<file path="src/rtl/riscv_mc_ctrl.sv">
// riscv_mc_ctrl: multicycle control FSM for a RISC-V datapath with a shared
// instruction/data memory. Sequences one instruction over 3-5 states, drives
// the datapath mux selects, write strobes and ALU operation, waits on a memory
// ready handshake, traps (sticky) on illegal instructions and counts retired
// instructions.
//
// Ports:
//   clk, rst        clock, asynchronous active-low reset
//   op, funct3,     instruction register fields instr[6:0], instr[14:12],
//   funct7b5        instr[30]
//   zero            ALU zero flag (branch decision)
//   mem_ready       memory completes the current access this cycle
//   mem_req, mem_write, adr_src         memory interface controls
//   ir_write, pc_write, reg_write       architectural write strobes
//   result_src, alu_src_a, alu_src_b    datapath mux selects
//   imm_src, alu_ctrl                   immediate format, ALU operation
//   state, illegal, retired             status: FSM state, trap flag, count
module riscv_mc_ctrl #(
    parameter int unsigned RETIRE_W        = 32,
    parameter bit          TRAP_ON_ILLEGAL = 1'b1
) (
    input  logic                clk,
    input  logic                rst,
    input  logic [6:0]          op,
    input  logic [2:0]          funct3,
    input  logic                funct7b5,
    input  logic                zero,
    input  logic                mem_ready,
    output logic                mem_req,
    output logic                mem_write,
    output logic                adr_src,
    output logic                ir_write,
    output logic                pc_write,
    output logic                reg_write,
    output logic [1:0]          result_src,
    output logic [1:0]          alu_src_a,
    output logic [1:0]          alu_src_b,
    output logic [1:0]          imm_src,
    output logic [2:0]          alu_ctrl,
    output logic [3:0]          state,
    output logic                illegal,
    output logic [RETIRE_W-1:0] retired
);

    typedef enum logic [3:0] {
        S_FETCH    = 4'd0,
        S_DECODE   = 4'd1,
        S_MEMADR   = 4'd2,
        S_MEMREAD  = 4'd3,
        S_MEMWB    = 4'd4,
        S_MEMWRITE = 4'd5,
        S_EXECR    = 4'd6,
        S_ALUWB    = 4'd7,
        S_EXECI    = 4'd8,
        S_JAL      = 4'd9,
        S_BEQ      = 4'd10,
        S_TRAP     = 4'd11
    } state_e;

    localparam logic [6:0] OP_LW  = 7'b0000011;
    localparam logic [6:0] OP_SW  = 7'b0100011;
    localparam logic [6:0] OP_R   = 7'b0110011;
    localparam logic [6:0] OP_I   = 7'b0010011;
    localparam logic [6:0] OP_JAL = 7'b1101111;
    localparam logic [6:0] OP_BEQ = 7'b1100011;

    localparam logic [2:0] ALU_ADD = 3'b000;
    localparam logic [2:0] ALU_SUB = 3'b001;
    localparam logic [2:0] ALU_AND = 3'b010;
    localparam logic [2:0] ALU_OR  = 3'b011;
    localparam logic [2:0] ALU_SLT = 3'b101;

    localparam state_e S_ILLEGAL_NEXT = TRAP_ON_ILLEGAL ? S_TRAP : S_FETCH;
    localparam logic [RETIRE_W-1:0] RETIRE_ONE = {{(RETIRE_W-1){1'b0}}, 1'b1};

    state_e              state_q, state_d;
    logic [RETIRE_W-1:0] retired_q, retired_d;
    logic                alu_f3_ok;
    logic [2:0]          alu_dec;

    always_ff @(posedge clk or negedge rst) begin
        if (!rst) begin
            state_q   <= S_FETCH;
            retired_q <= '0;
        end else begin
            state_q   <= state_d;
            retired_q <= retired_d;
        end
    end

    // ALU operation from funct3; legality is checked in DECODE so EXECR/EXECI
    // only ever see one of the four supported encodings.
    always_comb begin
        alu_f3_ok = 1'b1;
        alu_dec   = ALU_ADD;
        case (funct3)
            3'b000:  alu_dec = (op == OP_R && funct7b5) ? ALU_SUB : ALU_ADD;
            3'b010:  alu_dec = ALU_SLT;
            3'b110:  alu_dec = ALU_OR;
            3'b111:  alu_dec = ALU_AND;
            default: alu_f3_ok = 1'b0;
        endcase
    end

    always_comb begin
        state_d = state_q;
        case (state_q)
            S_FETCH:    if (mem_ready) state_d = S_DECODE;
            S_DECODE: begin
                case (op)
                    OP_LW, OP_SW: state_d = S_MEMADR;
                    OP_R:         state_d = alu_f3_ok ? S_EXECR : S_ILLEGAL_NEXT;
                    OP_I:         state_d = alu_f3_ok ? S_EXECI : S_ILLEGAL_NEXT;
                    OP_JAL:       state_d = S_JAL;
                    OP_BEQ:       state_d = (funct3 == 3'b000) ? S_BEQ : S_ILLEGAL_NEXT;
                    default:      state_d = S_ILLEGAL_NEXT;
                endcase
            end
            S_MEMADR:   state_d = (op == OP_LW) ? S_MEMREAD : S_MEMWRITE;
            S_MEMREAD:  if (mem_ready) state_d = S_MEMWB;
            S_MEMWB:    state_d = S_FETCH;
            S_MEMWRITE: if (mem_ready) state_d = S_FETCH;
            S_EXECR:    state_d = S_ALUWB;
            S_EXECI:    state_d = S_ALUWB;
            S_ALUWB:    state_d = S_FETCH;
            S_JAL:      state_d = S_ALUWB;
            S_BEQ:      state_d = S_FETCH;
            S_TRAP:     state_d = S_TRAP;
            default:    state_d = S_FETCH;
        endcase
    end

    // Retire in the last cycle of each instruction; JAL retires through ALUWB.
    always_comb begin
        retired_d = retired_q;
        if (state_q == S_MEMWB || state_q == S_ALUWB || state_q == S_BEQ ||
            (state_q == S_MEMWRITE && mem_ready))
            retired_d = retired_q + RETIRE_ONE;
    end

    always_comb begin
        mem_req    = 1'b0;
        mem_write  = 1'b0;
        adr_src    = 1'b0;
        ir_write   = 1'b0;
        pc_write   = 1'b0;
        reg_write  = 1'b0;
        result_src = 2'b00;
        alu_src_a  = 2'b00;
        alu_src_b  = 2'b00;
        alu_ctrl   = ALU_ADD;
        case (state_q)
            S_FETCH: begin
                mem_req    = 1'b1;
                alu_src_b  = 2'b10;
                result_src = 2'b10;
                ir_write   = mem_ready;
                pc_write   = mem_ready;
            end
            S_DECODE: begin
                alu_src_a = 2'b01;
                alu_src_b = 2'b01;
            end
            S_MEMADR: begin
                alu_src_a = 2'b10;
                alu_src_b = 2'b01;
            end
            S_MEMREAD: begin
                mem_req = 1'b1;
                adr_src = 1'b1;
            end
            S_MEMWB: begin
                result_src = 2'b01;
                reg_write  = 1'b1;
            end
            S_MEMWRITE: begin
                mem_req   = 1'b1;
                mem_write = 1'b1;
                adr_src   = 1'b1;
            end
            S_EXECR: begin
                alu_src_a = 2'b10;
                alu_ctrl  = alu_dec;
            end
            S_EXECI: begin
                alu_src_a = 2'b10;
                alu_src_b = 2'b01;
                alu_ctrl  = alu_dec;
            end
            S_ALUWB: reg_write = 1'b1;
            S_JAL: begin
                alu_src_a = 2'b01;
                alu_src_b = 2'b10;
                pc_write  = 1'b1;
            end
            S_BEQ: begin
                alu_src_a = 2'b10;
                alu_ctrl  = ALU_SUB;
                pc_write  = zero;
            end
            default: ;
        endcase
        // The state register already reads FETCH during reset; the strobes are
        // gated here so FETCH's request/loads cannot fire while rst is low.
        if (!rst) begin
            mem_req   = 1'b0;
            mem_write = 1'b0;
            ir_write  = 1'b0;
            pc_write  = 1'b0;
            reg_write = 1'b0;
        end
    end

    always_comb begin
        case (op)
            OP_SW:   imm_src = 2'b01;
            OP_BEQ:  imm_src = 2'b10;
            OP_JAL:  imm_src = 2'b11;
            default: imm_src = 2'b00;
        endcase
    end

    assign state   = state_q;
    assign illegal = (state_q == S_TRAP);
    assign retired = retired_q;

endmodule

</file>
<file path="config.mk">
export PLATFORM = sky130hd
export DESIGN_NAME = riscv_mc_ctrl
export DESIGN_NICKNAME = d
export VERILOG_FILES = /design/src/rtl/riscv_mc_ctrl.sv
export SDC_FILE = /design/constraint.sdc
export NUM_CORES = 1
export LEC_CHECK = 0
export ABC_AREA = 1
export CAP_MARGIN = 20
export CORE_MARGIN = 2
export CORE_UTILIZATION = 54
export CTS_BUF_LIST = sky130_fd_sc_hd__clkbuf_4 sky130_fd_sc_hd__clkbuf_8
export CTS_CLUSTER_DIAMETER = 40
export DETAILED_ROUTE_END_ITERATION = 10
export PLACE_DENSITY = 0.95
export SLEW_MARGIN = 20
export SYNTH_ARGS = -nofsm -noshare
export SYNTH_HDL_FRONTEND = slang
export SYNTH_SLANG_ARGS = --single-unit
</file>
<file path="constraint.sdc">
create_clock -name clk -period 4 [get_ports clk]
set_input_delay 0.8 -clock clk [delete_from_list [all_inputs] [get_ports clk]]
set_output_delay 0.8 -clock clk [all_outputs]
set_load 0.02 [all_outputs]
</file>
==> metrics, run 1 <==
initial antenna violation count=0; fmax=289 MHz; antenna viol nets, final=0; Slowest-stage cell, CP=clkdlybuf4s50_1; most common cell after layout, fill and taps aside=nand2_1; Hold Crit Class=reg2reg; setup violators final=0; crit path to=alu_ctrl[0]; GRT Residual Overflow=0; maximum VDD drop=0.000398 V; Netlist Area Pre-Place=0.00256 mm²; post-cts sizing count=0; CP startpoint kind=primary input; Initial Util=0.550; vias per cell=5.22; fin crit period=3.46 ns; Power Dens Cells=439 mW/mm²; vias in the first global route=2,466; Max-slew headroom=0.685; worst setup margin=0.537 ns; crit share post-route=0.866; syn avg cell area=6.50 µm²; RePlAce Congestion=0.905; Reg2Reg Depth=7; post-DR wirelength/cell=13.0 µm; Inserted Diodes=0; gr usage total=0.267; ratio of cells with drive above 1 in the final layout=0.0641; Syn Inst Count=394; FF+latch count, synth=36; CTS root buf=clkbuf_8; boundary pin count=69; Hold Buf Count CTS=0; initial DRC count=325; Post-CTS Repair Setup Buffers=0; core region area=0.00466 mm²; Pre-antenna DRT Iters=5; syn_nets=410; worst setup path start=op[0]; Vias=2,725; Critical R2R Launch=state[2]; Distinct cells, synth=29; WL final=6770 µm; hpwl dp=5250 µm; total CTS buffers=5; Worst-Skew Late Latency=0.29 ns; placement-stage worst setup slack=0.550 ns; flop2flop setup slack=2.17 ns; Worst-path clk slew=0.07 ns; RSZ-0062 raised after global routing=false; Residual DRC=0; Final Skew=0.00559 ns; worst setup path category=in2out; most frequent cells in the layout=nand2_1 (136), clkdlybuf4s50_1 (67), inv_1 (61); Port-buffer cells=68; first-pass GRT wire length=11,100 µm; setup TNS=0 ns; Fin. Hold Viols=0; Worst EP arrival=2.66 ns; Max Buffers Root-to-Sink=2; sequential area share after synthesis=0.352; CTS tree=yes; die area=0.00531 mm²; crit end category=output port; max incr delay on CP=0.62 ns; status=complete, no violations; Die Height=72.9 µm; Final Slew Violations=0; Area Overhead vs Synth=32.0%; crit-path cells=clkdlybuf4s50_1, nand2_1, nor2_2, and2_1, nand3_1, a31oi_1, clkdlybuf4s50_1; max cap viols=0; Worst Tran Pin Value=0.472 ns; Rows=25; Worst R2R End=retired[7]; die width=72.9 µm; worst hold margin=0.531 ns; required time worst endpoint=3.20 ns; synth warn=0; H-tree levels=2; clk sinks=36; largest net degree at the start of global routing=37; crit path max fanout=9; Nets=484; Leak=1.68 nW; most used cell, CP=clkdlybuf4s50_1
-- where the power goes --
group          total [mW]  switching [mW]  internal, mW
Clock               0.252           0.127         0.125
Combinational       0.750           0.460         0.291
Sequential          0.483          0.0708         0.412
-- metrics by stage --
step	power, mW	cell area, µm²	std cells	utilization
2_1_floorplan	0.923	2560	394	-
3_3_place_gp	1.22	3300	515	0.708
3_5_place_dp	1.23	3300	515	0.708
4_1_cts	1.49	3380	522	0.726
5_1_grt	1.59	3380	522	0.726
6_report	1.48	3380	522	0.726
-- synthesized netlist by cell type --
cell | count | area (µm²)
a21oi_1 | 2 | 10.0
a31oi_1 | 1 | 6.26
and2_1 | 1 | 6.26
and3_1 | 1 | 6.26
buf_2 | 1 | 5.00
buf_4 | 1 | 7.51
dfrtp_1 | 36 | 901
ha_1 | 1 | 12.5
inv_1 | 61 | 229
inv_2 | 1 | 3.75
nand2_1 | 136 | 510
nand2_2 | 2 | 12.5
nand2_4 | 1 | 11.3
nand3_1 | 27 | 135
nand3_2 | 1 | 10.0
nand3_4 | 1 | 17.5
nand3b_1 | 5 | 37.5
nand4_1 | 6 | 37.5
nand4_2 | 1 | 12.5
nor2_1 | 53 | 199
nor2_2 | 8 | 50.1
nor2_4 | 2 | 22.5
nor3_1 | 10 | 50.1
nor3_2 | 3 | 30.0
o211ai_1 | 1 | 7.51
o21ai_0 | 10 | 50.1
or2_2 | 1 | 6.26
xnor2_1 | 1 | 8.76
xor2_1 | 19 | 166
-- registers in the layout, summed over array words and instances (netlist names) --
register	cells
retired	32
state	4
-- kinds of logic after synthesis --
| logic type | Yosys count | share of synthesized area |
|---|---|---|
| fa+ha+maj | 1 | 0.00488 |
| buf+inv | 64 | 0.0957 |
| compound gates | 14 | 0.0288 |
| flops | 36 | 0.352 |
| simple gates | 259 | 0.451 |
| xor+xnor | 20 | 0.0684 |
-- worst max-delay path: cells and delay by family --
kind	cells	cell delay (ns)
buffers and inverters	2	1.07
and+or+nand+nor	4	0.64
AOI/OAI and AO/OA	1	0.14
-- layout make-up --
cell class	count	area [µm²]
well taps	54	67.6
multi-input cells	294	1420
clock inverters	1	5.00
repair buffers	69	683
fillers	361	1280
inverters	62	233
clock buffers	6	76.3
flip-flops and latches	36	901
-- per-layer routing --
metal / wire length [µm] / GRT usage / up-vias
met3: 369 / 0.0539 / 8
met2: 3250 / 0.438 / 109
met5: 0 / 0 / -
met1: 3060 / 0.366 / 1250
met4: 83 / 0.0597 / 0
li1: - / - / 1358
-- worst min-delay path by stage --
stage                start           to  cells past startpoint
2_1_floorplan          rst   retired[0]                      0
3_3_place_gp   retired[14]  retired[14]                      1
3_5_place_dp   retired[31]  retired[31]                      2
4_1_cts        retired[14]  retired[14]                      1
5_1_grt        retired[18]  retired[18]                      1
6_report       retired[14]  retired[14]                      1
Power figures use the tool's default switching activity.
==> inputs of run 2 (changes only) <==
--- a/config.mk
+++ b/config.mk
@@ -12,6 +12,7 @@
 export CTS_BUF_LIST = sky130_fd_sc_hd__clkbuf_4 sky130_fd_sc_hd__clkbuf_8
 export CTS_CLUSTER_DIAMETER = 40
 export DETAILED_ROUTE_END_ITERATION = 10
+export MAX_ROUTING_LAYER = met4
 export PLACE_DENSITY = 0.95
 export SLEW_MARGIN = 20
 export SYNTH_ARGS = -nofsm -noshare
==> metrics, run 2 (synthesized netlist as in run 1, its figures left out) <==
Die Height=72.9 µm (unchanged); Worst Tran Pin Value=0.441 ns (-0.0305 ns); fmax=292 MHz (+0.95%); crit path max fanout=9 (unchanged); Inserted Diodes=0 (unchanged); most common cell after layout, fill and taps aside=nand2_1; most used cell, CP=clkdlybuf4s50_1; Area Overhead vs Synth=32.0% (unchanged); Max Buffers Root-to-Sink=2 (unchanged); Hold Crit Class=reg2reg; power share of the sequential group=0.326 (about the same); Port-buffer cells=68 (unchanged); antenna viol nets, final=0 (unchanged); CP startpoint kind=primary input; worst hold margin=0.533 ns (+0.00187 ns); boundary pin count=69 (unchanged); required time worst endpoint=3.20 ns (about the same); Power Dens Cells=437 mW/mm² (-0.50%); P_sw=0.650 mW (-1.1%); placement-stage worst setup slack=0.562 ns (+0.0115 ns); initial antenna violation count=0 (unchanged); RePlAce Congestion=0.934 (+3.2%); ratio of cells with drive above 1 in the final layout=0.0641 (unchanged); WL final=6610 µm (-2.3%); worst setup margin=0.570 ns (+0.0327 ns); Final Core Density=0.726 (unchanged); RSZ-0062 raised after global routing=false; vias per cell=5.30 (+1.5%); Final Slew Violations=0 (unchanged); CTS tree=yes; fin crit period=3.43 ns (-0.0327 ns); Initial Util=0.550 (unchanged); Final Skew=0.00874 ns (+0.00315 ns); setup violators final=0 (unchanged); post-cts sizing count=0 (unchanged); Post-DP Area=0.00330 mm² (unchanged); Fin. Hold Viols=0 (unchanged); sw frac=0.440 (-0.00271); Worst-path clk slew=0.07 ns (about the same); post-placement cell count=515 (unchanged); Worst EP arrival=2.63 ns (-0.03 ns); crit share post-route=0.858 (-0.00818); first-pass GRT wire length=11,200 µm (+0.99%); Post-CTS Repair Setup Buffers=0 (unchanged); gr usage total=0.277 (+0.00992); largest net degree at the start of global routing=37 (unchanged); Residual DRC=0 (unchanged); vias in the first global route=2,555 (+3.6%); Hold Buf Count CTS=0 (unchanged); GRT Residual Overflow=0 (unchanged); Int Pwr=0.827 mW (about the same); crit-path cells=clkdlybuf4s50_1, nand2_1, nor2_2, and2_1, nand3_1, a31oi_1, clkdlybuf4s50_1; hpwl dp=5230 µm (-0.46%); design area=0.00338 mm² (unchanged); Vias=2,767 (+1.5%); fin cells=522 (unchanged); total power=1.48 mW (-0.50%); Slowest-stage cell, CP=clkdlybuf4s50_1; crit end category=output port; CTS root buf=clkbuf_8; worst setup path category=in2out; die area=0.00531 mm² (unchanged); clk sinks=36 (unchanged); power share of the combinational group=0.506 (about the same); maximum VDD drop=0.000347 V (-13%); clock power share=0.168 (-0.002); max FFs per register=32 (unchanged); H-tree levels=2 (unchanged); status=complete, no violations; setup TNS=0 ns (unchanged); die width=72.9 µm (unchanged); Nets=484 (unchanged); post-DR wirelength/cell=12.7 µm (-2.3%); max cap viols=0 (unchanged); Leak=1.68 nW (unchanged); Pre-antenna DRT Iters=5 (unchanged); core region area=0.00466 mm² (unchanged); Max-slew headroom=0.706 (+0.0204); Rows=25 (unchanged); Worst-Skew Late Latency=0.29 ns (about the same); most frequent cells in the layout=nand2_1 (136), clkdlybuf4s50_1 (67), inv_1 (61); max incr delay on CP=0.62 ns (about the same); initial DRC count=245 (-25%); total CTS buffers=5 (unchanged)
==> run 2: cell counts in the layout (fill, tap and decap cells not counted) <==
Identical to the previous run, type by type.
==> run 2: critical path: cells and delay by family <==
family	cells	cell delay [ns]
AO/OA/AOI/OAI	1	0.13
buffers and inverters	2	1.07
AND/OR/NAND/NOR	4	0.62
==> run 2: routing by layer <==
| metal | global-route usage | vias up | wire (µm) |
|---|---|---|---|
| met5 | - | - | 0 |
| met4 | 0.0988 | 0 | 126 |
| met3 | 0.0470 | 15 | 488 |
| met2 | 0.437 | 123 | 3110 |
| met1 | 0.360 | 1271 | 2890 |
| li1 | - | 1358 | - |
==> run 2: path summary, 6_finish.rpt <==
path / start / slack (ns) / end / depth (start not counted)
max in group asynchronous: rst / 3.09 / retired[1] / 2
worst min-delay path: retired[14] / 0.53 / retired[14] / 1
worst min register to register: retired[14] / 0.53 / retired[14] / 1
worst max register to register: retired[0] / 2.16 / retired[22] / 9
min in group asynchronous: rst / 0.59 / retired[16] / 2
worst max-delay path: op[0] / 0.57 / alu_ctrl[0] / 7
==> run 2: cell type report <==
cell class	instances	area [µm²]
inverters	62	233
clock buffers	6	76.3
repair buffers	69	683
well taps	54	67.6
multi-input cells	294	1420
clock inverters	1	5.00
flip-flops and latches	36	901
fillers	348	1280
==> run 2: power by group through the flow <==
| stage | Combinational, mW | Sequential, mW | Clock [mW] |
|---|---|---|---|
| global route | 0.814 | 0.491 | 0.261 |
| finish | 0.747 | 0.482 | 0.248 |
| detailed placement | 0.744 | 0.487 | 0 |
| floorplan | 0.395 | 0.528 | 0 |
| CTS | 0.747 | 0.482 | 0.251 |
| global placement | 0.732 | 0.485 | 0 |
